[src/rtl/dm_arb_pkg.sv]
// Shared definitions for the data-memory port arbiter.
//   state_t        : arbiter FSM encoding (IDLE, ACCESS, DONE)
//   REQ_CPU/DMA    : requester ids, also the bit index into the request vector
//   DEF_MEM_BYTES  : default data-memory size in bytes
//   DEF_LAT        : default number of enabled cycles per access
//   addr_legal()   : word-aligned and inside 0..mem_bytes-4
package dm_arb_pkg;

  typedef enum logic [1:0] {
    IDLE   = 2'd0,
    ACCESS = 2'd1,
    DONE   = 2'd2
  } state_t;

  localparam logic REQ_CPU = 1'b0;
  localparam logic REQ_DMA = 1'b1;

  localparam int DEF_MEM_BYTES = 128;
  localparam int DEF_LAT       = 2;

  function automatic logic addr_legal(input logic [31:0] addr, input int mem_bytes);
    return (addr[1:0] == 2'b00) && (addr <= 32'(mem_bytes - 4));
  endfunction

endpackage

[src/rtl/rr_arbiter_2.sv]
// Two-way round-robin picker.
//   clk_i, rst_i : clock, asynchronous active-high reset
//   req[1:0]     : request vector, indexed by REQ_CPU / REQ_DMA
//   update       : commit the current grant as the last winner
//   grant        : id of the selected requester (valid when any req is set)
// The last-winner flop resets to DMA so the CPU takes the first tie.
module rr_arbiter_2
  import dm_arb_pkg::*;
(
  input  logic       clk_i,
  input  logic       rst_i,
  input  logic [1:0] req,
  input  logic       update,
  output logic       grant
);

  logic last_q;

  always_comb begin
    grant = REQ_CPU;
    if (req == 2'b11) begin
      grant = ~last_q;          // tie: whoever did not win last time
    end else if (req[REQ_DMA]) begin
      grant = REQ_DMA;
    end
  end

  always_ff @(posedge clk_i or posedge rst_i) begin
    if (rst_i) begin
      last_q <= REQ_DMA;
    end else if (update) begin
      last_q <= grant;
    end
  end

endmodule

[src/rtl/dm_port_arbiter.sv]
// Shares the single data-memory port between the CPU MEM stage and a
// DMA/loader port. One access at a time, round-robin on ties, fixed
// memory latency LAT, one-cycle ack per completed access.
//
// Handshake (both ports): the requester raises *_req_i with we/addr/wdata
// stable and holds it until *_ack_o. The ack is a single-cycle pulse;
// err_o in the same cycle marks a rejected (misaligned or out-of-range)
// access. *_rdata_o is valid with the ack and holds until the next ack
// to that port. A granted access completes even if req drops meanwhile.
//
// Ports:
//   clk_i, rst_i                  clock, async active-high reset
//   cpu_req/we/addr/wdata_i       CPU request
//   cpu_rdata_o, cpu_ack_o        CPU response
//   cpu_stall_o                   cpu_req_i & ~cpu_ack_o
//   dma_req/we/addr/wdata_i       DMA request
//   dma_rdata_o, dma_ack_o        DMA response
//   err_o                         qualifies the ack: access rejected
//   mem_en/we/addr/wdata_o        memory port, mem_rdata_i read data
//   dbg_state_o                   current FSM state
module dm_port_arbiter
  import dm_arb_pkg::*;
#(
  parameter int LAT       = DEF_LAT,
  parameter int MEM_BYTES = DEF_MEM_BYTES
) (
  input  logic        clk_i,
  input  logic        rst_i,
  input  logic        cpu_req_i,
  input  logic        cpu_we_i,
  input  logic [31:0] cpu_addr_i,
  input  logic [31:0] cpu_wdata_i,
  output logic [31:0] cpu_rdata_o,
  output logic        cpu_ack_o,
  output logic        cpu_stall_o,
  input  logic        dma_req_i,
  input  logic        dma_we_i,
  input  logic [31:0] dma_addr_i,
  input  logic [31:0] dma_wdata_i,
  output logic [31:0] dma_rdata_o,
  output logic        dma_ack_o,
  output logic        err_o,
  output logic        mem_en_o,
  output logic        mem_we_o,
  output logic [31:0] mem_addr_o,
  output logic [31:0] mem_wdata_o,
  input  logic [31:0] mem_rdata_i,
  output state_t      dbg_state_o
);

  localparam int            CW       = (LAT > 1) ? $clog2(LAT) : 1;
  localparam logic [CW-1:0] CNT_LAST = CW'(LAT - 1);

  state_t        state_q, state_d;
  logic [CW-1:0] cnt_q, cnt_d;
  logic          we_q, who_q, err_q;
  logic [31:0]   addr_q, wdata_q;
  logic [31:0]   cpu_rdata_q, dma_rdata_q;

  logic          grant, update, any_req, load, legal, last_beat;
  logic          sel_we;
  logic [31:0]   sel_addr, sel_wdata;
  logic          rd_load, rd_who;
  logic [31:0]   rd_val;

  rr_arbiter_2 u_rr (
    .clk_i  (clk_i),
    .rst_i  (rst_i),
    .req    ({dma_req_i, cpu_req_i}),
    .update (update),
    .grant  (grant)
  );

  assign any_req   = cpu_req_i | dma_req_i;
  assign sel_we    = (grant == REQ_DMA) ? dma_we_i    : cpu_we_i;
  assign sel_addr  = (grant == REQ_DMA) ? dma_addr_i  : cpu_addr_i;
  assign sel_wdata = (grant == REQ_DMA) ? dma_wdata_i : cpu_wdata_i;
  assign legal     = addr_legal(sel_addr, MEM_BYTES);
  assign load      = (state_q == IDLE) && any_req;
  assign last_beat = (state_q == ACCESS) && (cnt_q == CNT_LAST);

  always_comb begin
    state_d = state_q;
    cnt_d   = cnt_q;
    update  = 1'b0;
    case (state_q)
      IDLE: begin
        if (any_req) begin
          update  = 1'b1;
          cnt_d   = '0;
          state_d = legal ? ACCESS : DONE;   // rejected accesses skip memory
        end
      end
      ACCESS: begin
        cnt_d = cnt_q + 1'b1;
        if (cnt_q == CNT_LAST) begin
          state_d = DONE;
        end
      end
      DONE:    state_d = IDLE;
      default: state_d = IDLE;
    endcase
  end

  always_ff @(posedge clk_i or posedge rst_i) begin
    if (rst_i) begin
      state_q <= IDLE;
      cnt_q   <= '0;
    end else begin
      state_q <= state_d;
      cnt_q   <= cnt_d;
    end
  end

  // Request latch: captured once when leaving IDLE, so the requester may
  // drop or change its inputs while the access is in flight.
  always_ff @(posedge clk_i or posedge rst_i) begin
    if (rst_i) begin
      we_q    <= 1'b0;
      who_q   <= REQ_DMA;
      err_q   <= 1'b0;
      addr_q  <= '0;
      wdata_q <= '0;
    end else if (load) begin
      we_q    <= sel_we;
      who_q   <= grant;
      err_q   <= ~legal;
      addr_q  <= sel_addr;
      wdata_q <= sel_wdata;
    end
  end

  // Read-data update: the winner's register is written exactly once per
  // access, one cycle before its ack. Writes and rejects return zero.
  assign rd_load = (load && !legal) || last_beat;
  assign rd_who  = last_beat ? who_q : grant;
  assign rd_val  = (last_beat && !we_q) ? mem_rdata_i : 32'h0;

  always_ff @(posedge clk_i or posedge rst_i) begin
    if (rst_i) begin
      cpu_rdata_q <= '0;
      dma_rdata_q <= '0;
    end else if (rd_load) begin
      if (rd_who == REQ_DMA) begin
        dma_rdata_q <= rd_val;
      end else begin
        cpu_rdata_q <= rd_val;
      end
    end
  end

  // Memory strobes decode directly from the state flop so an asynchronous
  // reset removes them without waiting for a clock edge.
  assign mem_en_o    = (state_q == ACCESS);
  assign mem_we_o    = last_beat & we_q;
  assign mem_addr_o  = mem_en_o ? addr_q  : 32'h0;
  assign mem_wdata_o = mem_en_o ? wdata_q : 32'h0;

  assign cpu_ack_o   = (state_q == DONE) && (who_q == REQ_CPU);
  assign dma_ack_o   = (state_q == DONE) && (who_q == REQ_DMA);
  assign err_o       = (state_q == DONE) && err_q;
  assign cpu_stall_o = cpu_req_i & ~cpu_ack_o;
  assign cpu_rdata_o = cpu_rdata_q;
  assign dma_rdata_o = dma_rdata_q;
  assign dbg_state_o = state_q;

endmodule

[config.mk]
export PLATFORM = sky130hd
export DESIGN_NAME = dm_port_arbiter
export DESIGN_NICKNAME = d
export VERILOG_FILES = /design/src/rtl/dm_arb_pkg.sv /design/src/rtl/rr_arbiter_2.sv /design/src/rtl/dm_port_arbiter.sv
export SDC_FILE = /design/constraint.sdc
export NUM_CORES = 1
export LEC_CHECK = 0
export CAP_MARGIN = 10
export CORE_MARGIN = 2
export CORE_UTILIZATION = 46
export DETAILED_ROUTE_END_ITERATION = 10
export PLACE_DENSITY = 0.88
export SYNTH_ARGS = -nofsm -noshare
export SYNTH_HDL_FRONTEND = slang
export SYNTH_HIERARCHICAL = 1
export SYNTH_SLANG_ARGS = --single-unit
[constraint.sdc]
create_clock -name clk_i -period 7.9 [get_ports clk_i]
set_clock_uncertainty 0.1 [all_clocks]
set_input_delay 1.58 -clock clk_i [delete_from_list [all_inputs] [get_ports clk_i]]
set_output_delay 1.58 -clock clk_i [all_outputs]
set_load 0.05 [all_outputs]
### Word level (Yosys, flattened, before mapping)

Index checks and enable logic that the tools add are counted.

| storage, ports and cells | value |
|---|---|
| bits in registers | 135 |
| bits in latches | 0 |
| bits in writable memories | 0 |
| bits in read-only memories | 0 |
| output and inout bits | 136 |
| memories kept | 0 |

| cells by class | value |
|---|---|
| add/subtract/negate cells | 1 |
| multiply operators | 0 |
| div/mod/pow operators | 0 |
| magnitude comparators | 1 |
| eq/ne operators | 5 |
| shift-type cells | 0 |
| mux-type cells | 17 |
| bitwise logic cells | 8 |
| reduce and logical (&&, ||, !) cells | 18 |

Operator list:

| kind | count |
|---|---|
| 32-bit two-way mux | 5 |
| 32-bit by 7-bit <= comparator with 1-bit output, second input constant | 1 |
| 1-bit logical AND | 8 |
| 2-bit AND reduction | 4 |
| 1-bit two-way mux | 7 |
| 2-bit two-way mux | 3 |
| 1-bit NOT | 5 |
| 2-bit == test, second input constant | 2 |
| 2-bit zero test | 2 |
| 2-bit one-hot mux with 2 select lines | 1 |
| 1-bit AND | 2 |
| 2-bit by 1-bit == test with 1-bit output, second input constant | 1 |
| 1-bit zero test | 2 |
| 2-bit by 1-bit != test with 1-bit output, second input constant | 1 |
| 2-bit != test, second input constant | 1 |
| 1-bit one-hot mux with 2 select lines | 1 |
| 2-bit nonzero test | 1 |
| 1-bit adder, second input constant | 1 |
| 1-bit logical OR | 1 |
| 1-bit bitwise OR | 1 |

### Logic depth before layout (Yosys ltp)

Gate-level depths: netlist of run 1.

| depth | value |
|---|---|
| depth in word-level cells | 9 |
| gate-level depth with buffers | 8 |
| depth with buffers taken out | 5 |

### By module

Netlist of run 1, hierarchy kept.

Modules (own cells, without submodules):

| module | times used | cells an instance | area each (um2) | seq. area each (um2) |
|---|---|---|---|---|
| dm_port_arbiter | 1 | 767 | 7013.0 | 3354.5 |
| rr_arbiter_2 | 1 | 4 | 56.3 | 26.3 |

### Least setup slack after synthesis of run 1

OpenSTA, ideal clock, no wires.

| path | value |
|---|---|
| path type | input -> output |
| start | in cpu_req_i |
| end | out cpu_stall_o |
| arrival | 2.287 ns |
| data required time | 6.220 ns |
| slack | 3.933 ns |
| cell stages on the path | 1 |
| buffers on the path | 0 |
| path through | nor2b_1 |

| between the ends | value |
|---|---|
| cells in the longest elaborated chain, start to end | 1 |

Ends and longest elaborated chain:

| item | RTL line | text |
|---|---|---|
| start, declared | dm_port_arbiter.sv:29 | `input logic cpu_req_i,` |
| 1-bit AND | dm_port_arbiter.sv:162 | `assign cpu_stall_o = cpu_req_i & ~cpu_ack_o;` |
| end, declared | dm_port_arbiter.sv:35 | `output logic cpu_stall_o,` |

Every way passes these cells.

### Final worst setup path of run 1

| path | value |
|---|---|
| start | in dma_req_i |
| end | reg err_q |

| between the ends | value |
|---|---|
| cells in the longest elaborated chain, start to end | 6 |
| elaborated cells on any way between the ends | 10 |

Ends and longest elaborated chain:

| item | RTL line | text |
|---|---|---|
| start, declared | dm_port_arbiter.sv:36 | `input logic dma_req_i,` |
| 2-bit == test or 1-bit two-way mux (tied branches) | rr_arbiter_2.sv:21, rr_arbiter_2.sv:23 |  |
| 1-bit two-way mux (*) | rr_arbiter_2.sv:21 | `if (req == 2'b11) begin` |
| net grant | dm_port_arbiter.sv:60 | `logic grant, update, any_req, load, legal, last_beat;` |
| 32-bit two-way mux (*) | dm_port_arbiter.sv:76 | `assign sel_addr = (grant == REQ_DMA) ? dma_addr_i : cpu_addr_i;` |
| 32-bit by 7-bit <= comparator with 1-bit output or 2-bit zero test (tied branches) | dm_arb_pkg.sv:22 | `return (addr[1:0] == 2'b00) && (addr <= 32'(mem_bytes - 4));` |
| 1-bit logical AND (*) | dm_arb_pkg.sv:22 |  |
| 1-bit NOT (*) | dm_port_arbiter.sv:127 | `err_q <= ~legal;` |
| end signal, assigned | dm_port_arbiter.sv:127 |  |
| end, declared | dm_port_arbiter.sv:56 | `logic we_q, who_q, err_q;` |

Mark *: on every way through the listed nets, which the timed path passes. The rest lies on a longest branch.
A chain may end at the register's enable or synchronous reset.

==> results of run 1 <==
[area by class of cell]
cell class	instances	area, um^2
Multi-Input combinational cell	559	3400
Fill cell	1114	4390
Tap cell	188	235
Inverter	5	26.3
Clock buffer	18	439
Clock inverter	14	151
Sequential cell	135	3380
Timing Repair Buffer	308	3070
[cells in the mapped netlist]
library cell                count  share of area, %
sky130_fd_sc_hd__nand2b_1       2              0.18
sky130_fd_sc_hd__clkbuf_1      61               3.2
sky130_fd_sc_hd__nor4_1         8              0.71
sky130_fd_sc_hd__a21boi_2       1              0.16
sky130_fd_sc_hd__and3_1         1             0.089
sky130_fd_sc_hd__a221o_1        1              0.14
sky130_fd_sc_hd__a21boi_0       1              0.11
sky130_fd_sc_hd__or4b_1         1              0.14
sky130_fd_sc_hd__buf_1          5              0.27
sky130_fd_sc_hd__buf_2          2              0.14
sky130_fd_sc_hd__o22a_1         1              0.12
sky130_fd_sc_hd__inv_1          4              0.21
sky130_fd_sc_hd__nor2b_1        2              0.18
sky130_fd_sc_hd__mux2i_1       65               9.2
sky130_fd_sc_hd__nand2_1       64               3.4
sky130_fd_sc_hd__nand3_1        2              0.14
sky130_fd_sc_hd__nand4b_1       1              0.12
sky130_fd_sc_hd__and2_1        64               5.7
sky130_fd_sc_hd__a21oi_1       65               4.6
sky130_fd_sc_hd__inv_2          1             0.053
sky130_fd_sc_hd__mux2_4         1              0.21
sky130_fd_sc_hd__or4_1          2              0.21
sky130_fd_sc_hd__a22o_1         1              0.12
sky130_fd_sc_hd__or3_1          1             0.089
sky130_fd_sc_hd__nor3b_1       64               6.8
sky130_fd_sc_hd__mux2_2         1              0.16
sky130_fd_sc_hd__nor2_1        72               3.8
sky130_fd_sc_hd__o21ai_0       35               2.5
sky130_fd_sc_hd__nor3_1         2              0.14
sky130_fd_sc_hd__nand4_1        2              0.18
sky130_fd_sc_hd__xnor2_1        1              0.12
sky130_fd_sc_hd__o21ai_1       30               2.1
sky130_fd_sc_hd__a31oi_1       64               5.7
sky130_fd_sc_hd__dfstp_2        2              0.74
sky130_fd_sc_hd__dfrtp_1      133                47
sky130_fd_sc_hd__nor4b_1        2              0.25
sky130_fd_sc_hd__or4b_2         1              0.14
sky130_fd_sc_hd__nand4bb_1      1              0.16
sky130_fd_sc_hd__buf_6          4              0.64
[power by group]
part / internal [mW] / leakage (nW) / switching (mW) / total [mW]
clock: 0.475 / 0.287 / 0.314 / 0.789
sequential: 0.770 / 1.68 / 0.0607 / 0.830
combinational: 0.156 / 2.20 / 0.151 / 0.307
total: 1.40 / 4.17 / 0.526 / 1.93
[cell families after synthesis]
group	after synthesis	synth area share (%)
mux	67	9.58
flops	135	47.8
simple gates	292	22.4
compound gates	199	15.5
xor+xnor	1	0.124
buf+inv	77	4.55
[worst max-delay path: cells and delay by family]
family | cells | cell delay, ns
AO/OA/AOI/OAI | 2 | 1.14
AND/OR/NAND/NOR | 2 | 0.51
multiplexers | 1 | 0.46
buffers and inverters | 2 | 1.29
[metrics by stage]
stage,worst slack (ns),hold slack [ns]
4_1_cts,3.01,0.421
2_1_floorplan,2.64,0.381
6_report,3.02,0.416
3_3_place_gp,2.66,0.392
5_1_grt,2.87,0.440
3_5_place_dp,2.61,0.408
[metal layers]
layer  share of wire [%]  up-vias  track usage, %  routed length, um
met5                   0        -               0                  0
met4                 2.9        0            10.3                604
met3                 7.6       35            5.93               1590
met2                  49      297            42.2              10400
met1                  40     3167            31.9               8460
li1                    -     3235               -                  -
[final timing paths]
kind | endpoint | start | cells after the start
min in group asynchronous | u_rr/last_q | rst_i | 2
max in group asynchronous | we_q | rst_i | 3
setup reg to reg | err_q | u_rr/last_q | 6
hold / removal | err_q | err_q | 1
hold reg to reg | err_q | err_q | 1
setup / recovery | err_q | dma_req_i | 7
[placed cells by master (no fill, tap or decap), types with 35 or more instances in the layout]
| cell | Yosys | routed |
|---|---|---|
| sky130_fd_sc_hd__nor3b_1 | 64 | 64 |
| sky130_fd_sc_hd__nor2_1 | 72 | 72 |
| sky130_fd_sc_hd__mux2i_1 | 65 | 65 |
| sky130_fd_sc_hd__a31oi_1 | 64 | 64 |
| sky130_fd_sc_hd__and2_1 | 64 | 64 |
| sky130_fd_sc_hd__o21ai_0 | 35 | 35 |
| sky130_fd_sc_hd__nand2_1 | 64 | 64 |
| sky130_fd_sc_hd__clkdlybuf4s50_1 | 0 | 301 |
| sky130_fd_sc_hd__dfrtp_1 | 133 | 132 |
| sky130_fd_sc_hd__a21oi_1 | 65 | 65 |
[state kept, by name, summed over array words and instances (netlist names), 2 cells and up]
name,cells
addr_q,32
dma_rdata_o,32
wdata_q,32
cpu_rdata_o,32
dbg_state_o,2
==> metrics.md, run 1 <==
| Metric | Value |
|---|---|
| Total of flip-flops plus latches after synthesis | `between 100 and 150` |
| Height of the die | `~130 um` |
| RSZ-0062 raised after global routing | `false` |
| Total Nets Final | `~1,200` |
| Total power draw | `1.93 mW` |
| Length of the first detailed-routing pass in iterations | `5` |
| Transition time at the pin with the least slew margin | `~1.2 ns` |
| Proportion of layout cells with a drive suffix above 1 | `between 4 and 5%` |
| Number of antenna repair diodes | `0` |
| Buffer depth of the longest clock path | `2` |
| Number of global-route vias before repair | `6,247` |
| Number of instances resized during post-cts repair | `0` |
| Distinct cell type count after synthesis | `39` |
| Vias post-DR | `6,734` |
| Fin Setup TNS | `0 ns` |
| Share of synthesized area occupied by flip-flops and latches | `between 40% and 50%` |
| Critical path start-end classification | `input pin to register` |
| Worst skew pair latency | `approximately 0.42 ns` |
| End-of-flow core utilization | `between 70% and 80%` |
| Antenna-violating nets left | `0` |
| Routed wirelength normalized by instance count | `approximately 17 um` |
| Final number of hold-violating endpoints | `0` |
| Synthesized area | `between 7000 and 8000 um^2` |
| Highest fanout seen on the critical path | `67` |
| Core outline area | `approximately 15,000 um^2` |
| Slowest cell on crit path | `sky130_fd_sc_hd__buf_4` |
| Pleak | `roughly 4.2 nW` |
| CP max stage delay | `just over 0.8 ns` |
| Top achievable clock speed | `~0.2 GHz` |
| Half-perimeter wire length after detailed placement | `~15,000 um` |
| Crit-path cells | `clkdlybuf4s50_1 > a21boi_4 > buf_4 > nor4b_1 > nand3_1 > a221o_2 > mux2_2` |
| Number of buffers created by CTS | `17` |
| Initial cell density of the core | `between 40% and 50%` |
| GRT Util Overall | `25.3%` |
| CTS Root Buffer Type | `sky130_fd_sc_hd__clkbuf_16` |
| Max transition margin | `between 10% and 20%` |
| Total length of routed wires | `21,100 um` |
| Avg Vias per Cell | `between 5 and 6` |
| Ports | `between 300 and 400` |
| Number of H-tree levels | `4` |
| Dpl cell area | `~10,000 um^2` |
| Final weighted congestion of routability-driven global placement | `roughly 0.86` |
| Standard-cell rows | `45` |
| Number of antenna violations at the first check in global routing | `0` |
| Die X-Extent | `roughly 130 um` |
| Post-synthesis net count | `937` |
| Total of endpoints with negative setup slack in the final report | `0` |
| Placed Instances | `~1,200` |
| Final max-slew violation count | `0` |
| Final Instance Count excl. Fillers | `~1,200` |
| Count of hold-fix buffers inserted at cts | `0` |
| Final worst path period share | `between 60% and 70%` |
| CTS tree | `yes` |
| Crit path time final | `roughly 4.9 ns` |
| CTS clk-pin slew, worst paths | `approximately 0.060 ns` |
| Cell count after synthesis | `about 770` |
| Number of max-capacitance violations reported | `0` |
| First-pass GRT wire length | `between 30,000 and 40,000 um` |
| Area growth from synthesis to layout | `51.3%` |
| Number of warnings issued by yosys | `6` |
| Mean post-synth cell area | `slightly above 9 um^2` |
| Setup repair bufs after CTS | `0` |
| Setup slack on the worst flop-to-flop path | `about 4.3 ns` |
| CP required | `just over 8 ns` |
| Die area | `roughly 16,000 um^2` |
| Maximum number of pins on one net before global-route repair | `between 100 and 150` |
| Type of the worst min-delay path | `register to register` |
| Clock sink total | `135` |
| Signal arrival time at the worst endpoint | `between 5 and 6 ns` |
| DRT iter0 DRCs | `between 500 and 600` |
| Non-Filler Cell Area, Final | `approximately 11,000 um^2` |
| Nature of the critical path startpoint | `input pin` |
| Port Buffers | `301` |
| Global-route congestion overflow total | `0` |
| Kind of end point of the critical path | `register` |
| Maximum ir drop on the vdd rail | `0.145 mV` |
| DRC | `0` |
| Total power divided by cell area | `between 150 and 200 nW/um^2` |
| Outcome | `complete, no violations` |
(Power assumes the default switching activity.)
==> run 2, diff against run 1 <==
--- a/config.mk
+++ b/config.mk
@@ -7,9 +7,9 @@
 export LEC_CHECK = 0
 export CAP_MARGIN = 10
 export CORE_MARGIN = 2
-export CORE_UTILIZATION = 46
+export CORE_UTILIZATION = 43
 export DETAILED_ROUTE_END_ITERATION = 10
-export PLACE_DENSITY = 0.88
+export PLACE_DENSITY = 0.83
 export SYNTH_ARGS = -nofsm -noshare
 export SYNTH_HDL_FRONTEND = slang
 export SYNTH_HIERARCHICAL = 1
==> constraint.sdc (replaced) <==
create_clock -name clk_i -period 4.75 [get_ports clk_i]
set_clock_uncertainty 0.1 [all_clocks]
set_input_delay 0.95 -clock clk_i [delete_from_list [all_inputs] [get_ports clk_i]]
set_output_delay 0.95 -clock clk_i [all_outputs]
set_load 0.05 [all_outputs]
==> run 2 against run 1 <==
Net effect: non-clock buffer count is 7 higher; final cell count is 2.9% higher; critical path depth is 3 lower; clock power is 51% higher; register-to-register slack worse by 2.4 ns; via count is 0.46% higher; routed wire length is 5.5% higher; global-route usage is 0.058 points lower; flip-flop and latch count stayed put; setup slack worse by 2.1 ns; power is 60% higher; highest routed layer unchanged.
==> metrics.md, run 2 (synthesized netlist as in run 1, its figures left out) <==
| Metric | Value |
|---|---|
| Crit path time final | `roughly 3.9 ns` |
| CTS clk-pin slew, worst paths | `0.05 ns` |
| Crit-path cells | `nor2b_4 > buf_4 > and2_1 > clkdlybuf4s50_1` |
| RSZ-0062 raised after global routing | `false` |
| Port Buffers | `approximately 300` |
| Count of hold-fix buffers inserted at cts | `0` |
| Vias post-DR | `6,765` |
| Number of max-capacitance violations reported | `0` |
| Storage element area | `3380 um^2` |
| Highest fanout seen on the critical path | `32` |
| Total power draw | `3.09 mW` |
| Height of the die | `132 um` |
| Final weighted congestion of routability-driven global placement | `between 0.8 and 0.9` |
| Detailed route wirelength on metal2 | `about 11,000 um` |
| Type of the worst min-delay path | `register to register` |
| Max transition margin | `34.1%` |
| Final number of hold-violating endpoints | `0` |
| Total of endpoints with negative setup slack in the final report | `0` |
| Clock sink total | `between 100 and 150` |
| Outcome | `complete, no violations` |
| Number of antenna violations at the first check in global routing | `0` |
| Routed wirelength normalized by instance count | `about 18 um` |
| CP max stage delay | `around 0.84 ns` |
| Global-route congestion overflow total | `0` |
| CP required | `3.70 ns` |
| Final max-slew violation count | `0` |
| Signal arrival time at the worst endpoint | `2.81 ns` |
| Number of buffers created by CTS | `17` |
| Maximum number of pins on one net before global-route repair | `between 100 and 150` |
| Core outline area | `around 16,000 um^2` |
| Worst skew pair latency | `between 0.4 and 0.5 ns` |
| Number of H-tree levels | `4` |
| Area growth from synthesis to layout | `51.7%` |
| Length of the first detailed-routing pass in iterations | `5` |
| DRT iter0 DRCs | `476` |
| Avg Vias per Cell | `5.36` |
| Total Nets Final | `approximately 1,200` |
| GRT Util Overall | `25.2%` |
| Total power divided by cell area | `288 nW/um^2` |
| Pleak | `4.17 nW` |
| Ports | `302` |
| Die X-Extent | `around 130 um` |
| Critical path start-end classification | `register to primary output` |
| First-pass GRT wire length | `35,000 um` |
| Length of routed met3 wiring | `about 1500 um` |
| Kind of end point of the critical path | `primary output` |
| Number of global-route vias before repair | `between 6,000 and 7,000` |
| Final Instance Count excl. Fillers | `~1,300` |
| Area taken by multi-input logic gates | `between 3000 and 4000 um^2` |
| Proportion of layout cells with a drive suffix above 1 | `under 10%` |
| Die area | `~17,000 um^2` |
| Standard-cell rows | `46` |
| Highest metal layer with signal wires | `met4` |
| Transition time at the pin with the least slew margin | `between 0.9 and 1 ns` |
| Leading cell types in the layout, fill and taps excluded | `sky130_fd_sc_hd__clkdlybuf4s50_1, sky130_fd_sc_hd__dfrtp_1, sky130_fd_sc_hd__nor2_1, sky130_fd_sc_hd__mux2i_1, sky130_fd_sc_hd__a21oi_1` |
| Placed Instances | `roughly 1,200` |
| M1 WL | `around 8800 um` |
| Total length of routed wires | `~22,000 um` |
| Top achievable clock speed | `approximately 0.26 GHz` |
| Buffer depth of the longest clock path | `2` |
| Setup repair bufs after CTS | `0` |
| CTS Root Buffer Type | `sky130_fd_sc_hd__clkbuf_16` |
| CP Depth | `4` |
| Most common cell after layout, fill and taps aside | `sky130_fd_sc_hd__clkdlybuf4s50_1` |
| Initial cell density of the core | `44.2%` |
| Family of cells with the greatest summed delay on the critical path | `buffers and inverters` |
| Nature of the critical path startpoint | `register` |
| Cell count of the worst hold path | `1` |
| DRC | `0` |
| Total of fill cells in the finished design | `~1,300` |
| Fin Setup TNS | `0 ns` |
| Combined buffer and inverter count along the critical path | `2` |
| Antenna-violating nets left | `0` |
| Cell depth of the worst flop-to-flop path | `6` |
| Number of instances resized during post-cts repair | `0` |
| Number of antenna repair diodes | `0` |
| Maximum ir drop on the vdd rail | `about 0.24 mV` |
| Slowest cell on crit path | `sky130_fd_sc_hd__clkdlybuf4s50_1` |
| Half-perimeter wire length after detailed placement | `roughly 16,000 um` |
| Final worst path period share | `about four fifths` |
| CTS tree | `yes` |
==> run 2: worst paths after layout <==
kind	startpoint	endpoint	slack, ns
max	dbg_state_o[0]	mem_wdata_o[0]	0.89
min	err_q	err_q	0.41
max reg2reg	u_rr/last_q	cpu_rdata_o[9]	1.89
min reg2reg	err_q	err_q	0.41
max in group asynchronous	rst_i	wdata_q[5]	2.63
min in group asynchronous	rst_i	u_rr/last_q	0.86
==> run 2: stage by stage <==
step / setup slack (ns) / instance area, um^2 / hold slack, ns / utilization (%)
2_1_floorplan: 0.119 / 7070 / 0.381 / -
3_3_place_gp: 0.877 / 10200 / 0.393 / 63.7
3_5_place_dp: 0.799 / 10200 / 0.401 / 63.7
4_1_cts: 0.806 / 10700 / 0.413 / 67.0
5_1_grt: 0.685 / 10700 / 0.428 / 67.0
6_report: 0.886 / 10700 / 0.413 / 67.0
==> run 2: layout make-up <==
class / count / share of cell area, %
multi-input combinational: 559 / 31.7
timing repair buffer: 315 / 29.1
clock buffer: 24 / 4.49
clock inverter: 8 / 0.455
sequential: 135 / 31.5
inverter: 5 / 0.245
tap: 216 / 2.52
==> run 2: routing by layer <==
metal / GRT usage, % / vias to the layer above
met1: 30.3 / 3213
met2: 43.7 / 272
met4: 10.3 / 0
li1: - / 3245
met5: 0 / -
met3: 5.96 / 35
==> run 2: where the power goes <==
group	switching [mW]	internal, mW
logic	0.289	0.263
registers	0.0622	1.28
clock network	0.489	0.705
total	0.841	2.25
